[config.mk]
export PLATFORM = sky130hd
export DESIGN_NAME = affine_loop_controller
export DESIGN_NICKNAME = d
export VERILOG_FILES = /design/src/rtl/affine_loop_controller.sv
export SDC_FILE = /design/constraint.sdc
export NUM_CORES = 2
export LEC_CHECK = 0
export CAP_MARGIN = 25
export CORE_AREA = 2 2 365 367
export CTS_CLUSTER_SIZE = 24
export DETAILED_ROUTE_END_ITERATION = 10
export DIE_AREA = 0 0 367 369
export PLACE_DENSITY_LB_ADDON = 0.25
export SLEW_MARGIN = 15
export SYNTH_ARGS = -nofsm -noshare
export SYNTH_HDL_FRONTEND = slang
export SYNTH_SLANG_ARGS = --single-unit
[constraint.sdc]
create_clock -name clk_i -period 31.3 [get_ports clk_i]
set_input_delay 9.39 -clock clk_i [delete_from_list [all_inputs] [get_ports clk_i]]
set_output_delay 9.39 -clock clk_i [all_outputs]
set_load 0.05 [all_outputs]
[src/rtl/affine_loop_controller.sv]
// Affine loop-nest controller: walks a DIMS-deep odometer and pulses valid_o
// whenever the free-running cycle counter reaches the affine schedule time.
module affine_loop_controller #(
    parameter int DIMS = 3,
    parameter int IW   = 16,
    parameter int TW   = 32
) (
    input  logic                     clk_i,
    input  logic                     rst_ni,
    input  logic                     flush_i,
    input  logic [DIMS-1:0][IW-1:0]  extent_i,
    input  logic [DIMS-1:0][TW-1:0]  sched_stride_i,
    input  logic [TW-1:0]            sched_start_i,
    output logic                     valid_o,
    output logic [DIMS-1:0][IW-1:0]  ctrl_vars_o,
    output logic                     done_o,
    output logic                     sched_err_o
);

    typedef enum logic [1:0] {
        ST_IDLE = 2'd0,
        ST_RUN  = 2'd1,
        ST_DONE = 2'd2
    } state_e;

    localparam logic [IW-1:0] IDX_ONE = {{(IW-1){1'b0}}, 1'b1};
    localparam logic [TW-1:0] CYC_ONE = {{(TW-1){1'b0}}, 1'b1};

    // A zero trip count behaves as a single iteration.
    function automatic logic [IW-1:0] eff_extent(input logic [IW-1:0] e);
        if (e == {IW{1'b0}}) begin
            return IDX_ONE;
        end else begin
            return e;
        end
    endfunction

    // Schedule time of an index vector, modulo 2^TW.
    function automatic logic [TW-1:0] sched_time(
        input logic [DIMS-1:0][IW-1:0] idx,
        input logic [DIMS-1:0][TW-1:0] stride,
        input logic [TW-1:0]           start
    );
        logic [TW-1:0] acc;
        acc = start;
        for (int d = 0; d < DIMS; d++) begin
            acc = acc + (TW'(idx[d]) * stride[d]);
        end
        return acc;
    endfunction

    state_e                    state_q, state_d;
    logic [TW-1:0]             cyc_q, cyc_d;
    logic [DIMS-1:0][IW-1:0]   idx_q, idx_d;
    logic [TW-1:0]             next_t_q, next_t_d;
    logic                      err_q, err_d;

    logic                      fire_s;
    logic                      carry_s;
    logic                      last_s;
    logic [DIMS-1:0][IW-1:0]   idx_step_s;
    logic [TW-1:0]             next_t_step_s;
    logic [TW-1:0]             cyc_inc_s;
    logic [TW-1:0]             t_cand_s;

    assign fire_s        = (state_q == ST_RUN) && (cyc_q == next_t_q);
    assign cyc_inc_s     = cyc_q + CYC_ONE;
    assign next_t_step_s = sched_time(idx_step_s, sched_stride_i, sched_start_i);
    assign t_cand_s      = fire_s ? next_t_step_s : next_t_q;

    // Odometer step: innermost index increments, saturated digits wrap and carry outward.
    always_comb begin
        carry_s    = 1'b1;
        idx_step_s = idx_q;
        for (int d = DIMS - 1; d >= 0; d--) begin
            if (carry_s) begin
                if (idx_q[d] == (eff_extent(extent_i[d]) - IDX_ONE)) begin
                    idx_step_s[d] = {IW{1'b0}};
                end else begin
                    idx_step_s[d] = idx_q[d] + IDX_ONE;
                    carry_s       = 1'b0;
                end
            end else begin
                idx_step_s[d] = idx_q[d];
            end
        end
        last_s = carry_s;
    end

    // Next-state logic for the controller FSM and its datapath registers.
    always_comb begin
        state_d  = state_q;
        cyc_d    = cyc_q;
        idx_d    = idx_q;
        next_t_d = next_t_q;
        err_d    = err_q;
        if (flush_i) begin
            state_d  = ST_RUN;
            cyc_d    = {TW{1'b0}};
            idx_d    = '0;
            next_t_d = sched_start_i;
            err_d    = 1'b0;
        end else begin
            case (state_q)
                ST_IDLE: begin
                    state_d = ST_IDLE;
                end
                ST_RUN: begin
                    cyc_d = cyc_inc_s;
                    if (fire_s && !last_s) begin
                        idx_d    = idx_step_s;
                        next_t_d = next_t_step_s;
                    end else begin
                        idx_d    = idx_q;
                        next_t_d = next_t_q;
                    end
                    // Error is raised so that it is visible in the first cycle with cyc > next_t.
                    if (fire_s && last_s) begin
                        state_d = ST_DONE;
                    end else if (cyc_inc_s > t_cand_s) begin
                        state_d = ST_DONE;
                        err_d   = 1'b1;
                    end else begin
                        state_d = ST_RUN;
                    end
                end
                ST_DONE: begin
                    state_d = ST_DONE;
                end
                default: begin
                    state_d = ST_IDLE;
                end
            endcase
        end
    end

    // State and datapath registers.
    always_ff @(posedge clk_i or negedge rst_ni) begin
        if (!rst_ni) begin
            state_q  <= ST_IDLE;
            cyc_q    <= {TW{1'b0}};
            idx_q    <= '0;
            next_t_q <= {TW{1'b0}};
            err_q    <= 1'b0;
        end else begin
            state_q  <= state_d;
            cyc_q    <= cyc_d;
            idx_q    <= idx_d;
            next_t_q <= next_t_d;
            err_q    <= err_d;
        end
    end

    assign valid_o     = fire_s;
    assign ctrl_vars_o = idx_q;
    assign done_o      = (state_q == ST_DONE);
    assign sched_err_o = err_q;

endmodule

==> out/metrics.cfg <==
[setup_path]
end_kind = flip-flop
crit_type = in2reg
path_buf_inv = 7
crit_family = adder cells
worstPathArrival_ns = 24.18
slowest_stage = nand4_1
path_depth = 52
cpPeakStageDelay_ns = 0.77
crit_top_cell = fa_1
path_max_fanout = 21
cp-start-kind = input pin
rr_worst_depth = 49
critPathRequiredTime_ns = 31.66

[layout]
drive_gt1_frac = 0.0327
finalNetCount = 6678
fin_util = 0.385
stdcell_area_um2 = 50500
area_delta_synth_final_pct = 10.3
multi_input_area_um2 = 37700
final-seq-area_um2 = 2880
nFillCells = 13500

[timing]
tightest_slew_ns = 1.07
final.setup.tns_ns = 0
fin_ws_ns = 7.48
rsz0062_at_grt = false
hold_slack_ns = 0.598
skew_ns = 0.0292
fin_crit_ns = 23.82
max_freq_mhz = 42.0
setup_viol = 0
slew_viol_final = 0
slew_headroom = 0.280
period_share = 0.761
finalHoldViolCount = 0

[worst_hold_path]
holdPathStages = 2
hp-class = reg2reg

[clock_tree]
cts_hold_buf = 0
clk_latency_ns = 0.47
numClockSinks = 115
cts_resized = 0
numCtsBuffers = 17
clkTransAtPathRegs_ns = 0.07
htreeDepth = 4
root_buffer = clkbuf_16
cts_tree = yes
cts_setup_buffers = 0
clock_path_buffers = 2

[synthesis]
synthCells = 5205
synth.avg_cell_area_um2 = 8.80
ys_types = 90
synth_seq_cells = 115
syn-num-nets = 6633
synthMuxAreaShare = 0.0240
synth_seq_area_share = 0.0628
yosysWarningCount = 0
yosys.area_share.simple = 0.183
syn_area_um2 = 45800
synthFlopType = dfrtp_1
synth-async-reset-ratio = 1.00
synth_compound_area_frac = 0.0446
synth-xor-area-share = 0.0541
synth_edf_count = 0
synth_top_family_by_area = adder cells
synthAdderAreaFrac = 0.514

[route]
drt_iter0_drc = 2340
finalWirelength_um = 145000
vias = 34700
post_drt_via_cell_ratio = 4.95
post_drt_wl_per_cell_um = 20.6
dr.pass1.iters = 5
ant_nets = 0
drc = 0

[grt]
grt_max_degree = 99
grt_pass1_vias = 36700
grt_first_pass_wirelength_um = 226000
antenna_found_initial = 18
track_usage = 0.218
grt_overflow_total = 0

[placed_design]
gp_congestion = 0.885
placed_cell_area_um2 = 49900
port-buffer-count = 229
dp_worst_setup_slack_ns = 7.11
dp_hpwl_um = 125000

[power]
irDropWorstVdd_v = 0.0000319
switchingPower_w = 0.000253
swShare = 0.416
intPower_w = 0.000355
leakagePower_nw = 24.3
clkPwrFrac = 0.328
seqPwrFrac = 0.262
combPwrFrac = 0.410
cellPowerDensity_nw_per_um2 = 12.0

[floorplanning]
io_pins = 230
core_um2 = 131000
start_util = 0.349
fp.dieW_um = 367
die_h_um = 369
fp-row-count = 133
die_area_um2 = 135000

[job]
maxCapViolations = 0

[run_status]
status = completed

-- per-stage QoR --
| step | cells | power, W |
|---|---|---|
| 6_report | 7022 | 0.000608 |
| 5_1_grt | 7019 | 0.000643 |
| 4_1_cts | 7017 | 0.000613 |
| 3_5_place_dp | 6985 | 0.000409 |
| 3_3_place_gp | 6984 | 0.000409 |
| 2_1_floorplan | 5205 | 0.000300 |
-- worst register-to-register path: cells and delay by family, from the launching register on --
| family | cells | cell delay [ns] |
|---|---|---|
| mux | 1 | 0.12 |
| flops | 1 | 0.56 |
| compound gates | 21 | 4.88 |
| buf+inv | 7 | 0.39 |
| xor+xnor | 1 | 0.21 |
| fa+ha+maj | 11 | 5.29 |
| simple gates | 8 | 2.27 |
-- cells in the final DEF, fill, tap and decap left out, types with 115 or more instances in the layout --
cell type and count:
inv_1 1150, fa_1 1054, nand2_1 831, and2_1 337, clkdlybuf4s50_1 227, ha_1 195, nor2_1 128, xnor2_1 128
xor2_1 128, dfrtp_1 115
-- kinds of logic (layout without fill, tap and decap cells) --
kind of cell / count (synthesis) / in the layout
multiplexers: 108 / 108
AO/OA/AOI/OAI: 322 / 322
flip-flops: 115 / 115
other: 0 / 4
buffers and inverters: 1428 / 1486
adder cells (fa/ha/maj): 1250 / 1250
AND/OR/NAND/NOR: 1715 / 1715
XOR/XNOR: 267 / 267
-- synthesized netlist by cell type, types with 8 or more instances --
cell      number  area, µm²
a211oi_1      13       97.6
a21o_1        16        120
a21oi_1       76        380
a31oi_1        8       50.1
and2_1       337       2110
and3_1       112        701
buf_1         12       45.0
buf_2          8       40.0
clkbuf_1     255        957
dfrtp_1      115       2880
fa_1        1054      21100
ha_1         195       2440
inv_1       1150       4320
mux2i_1      102       1020
nand2_1      831       3120
nand2b_1      34        213
nand3_1       55        275
nand4_1       37        231
nor2_1       133        499
nor2b_1       51        319
nor3_1        29        145
nor4_1        25        156
o21a_1        17        128
o21ai_0      106        531
o31ai_1       11       82.6
or3_1         11       68.8
or4_1         15        113
xnor2_1      128       1120
xnor3_1        9        203
xor2_1       128       1120
-- registers in the layout (all words and copies together), names as in the netlist --
signal and count:
next_t_q 32, sched_err_o 1, cyc_q 32, ctrl_vars_o 48, state_q 2
-- final cells by class --
cell class	count	share of cell area
repair buffers	303	0.0565
diodes	4	0.000198
clock buffers	17	0.00842
flip-flops and latches	115	0.0570
multi-input cells	3662	0.746
inverters	1151	0.0855
well taps	1755	0.0435
clock inverters	15	0.00317
-- final timing paths --
kind	from	endpoint	slack (ns)
worst max-delay path	extent_i[6]	state_q[1]$_DFF_PN0_	7.48
worst min-delay path	cyc_q[1]$_DFFE_PN0P_	cyc_q[1]$_DFFE_PN0P_	0.60
worst max register to register	ctrl_vars_o[45]$_DFFE_PN0P_	state_q[1]$_DFF_PN0_	17.45
worst min register to register	cyc_q[1]$_DFFE_PN0P_	cyc_q[1]$_DFFE_PN0P_	0.60
max in group asynchronous	rst_ni	ctrl_vars_o[4]$_DFFE_PN0P_	20.87
min in group asynchronous	rst_ni	ctrl_vars_o[37]$_DFFE_PN0P_	9.03
-- metal layers --
metal  vias up  track usage  share of wire
met1     18100        0.305           0.45
met2       988        0.343           0.45
li1      15500            -              -
met4        24       0.0528          0.026
met3       154       0.0486          0.073
met5         -            0         0.0011
-- power groups by stage --
stage	Sequential (W)	Combinational [W]	Clock, W
after floorplan	0.000160	0.000140	0
after global placement	0.000162	0.000247	0
after detailed placement	0.000162	0.000248	0
after CTS	0.000159	0.000250	0.000204
after global routing	0.000160	0.000273	0.000210
final	0.000159	0.000249	0.000200
Note: power is estimated with default switching activity, not from simulation.
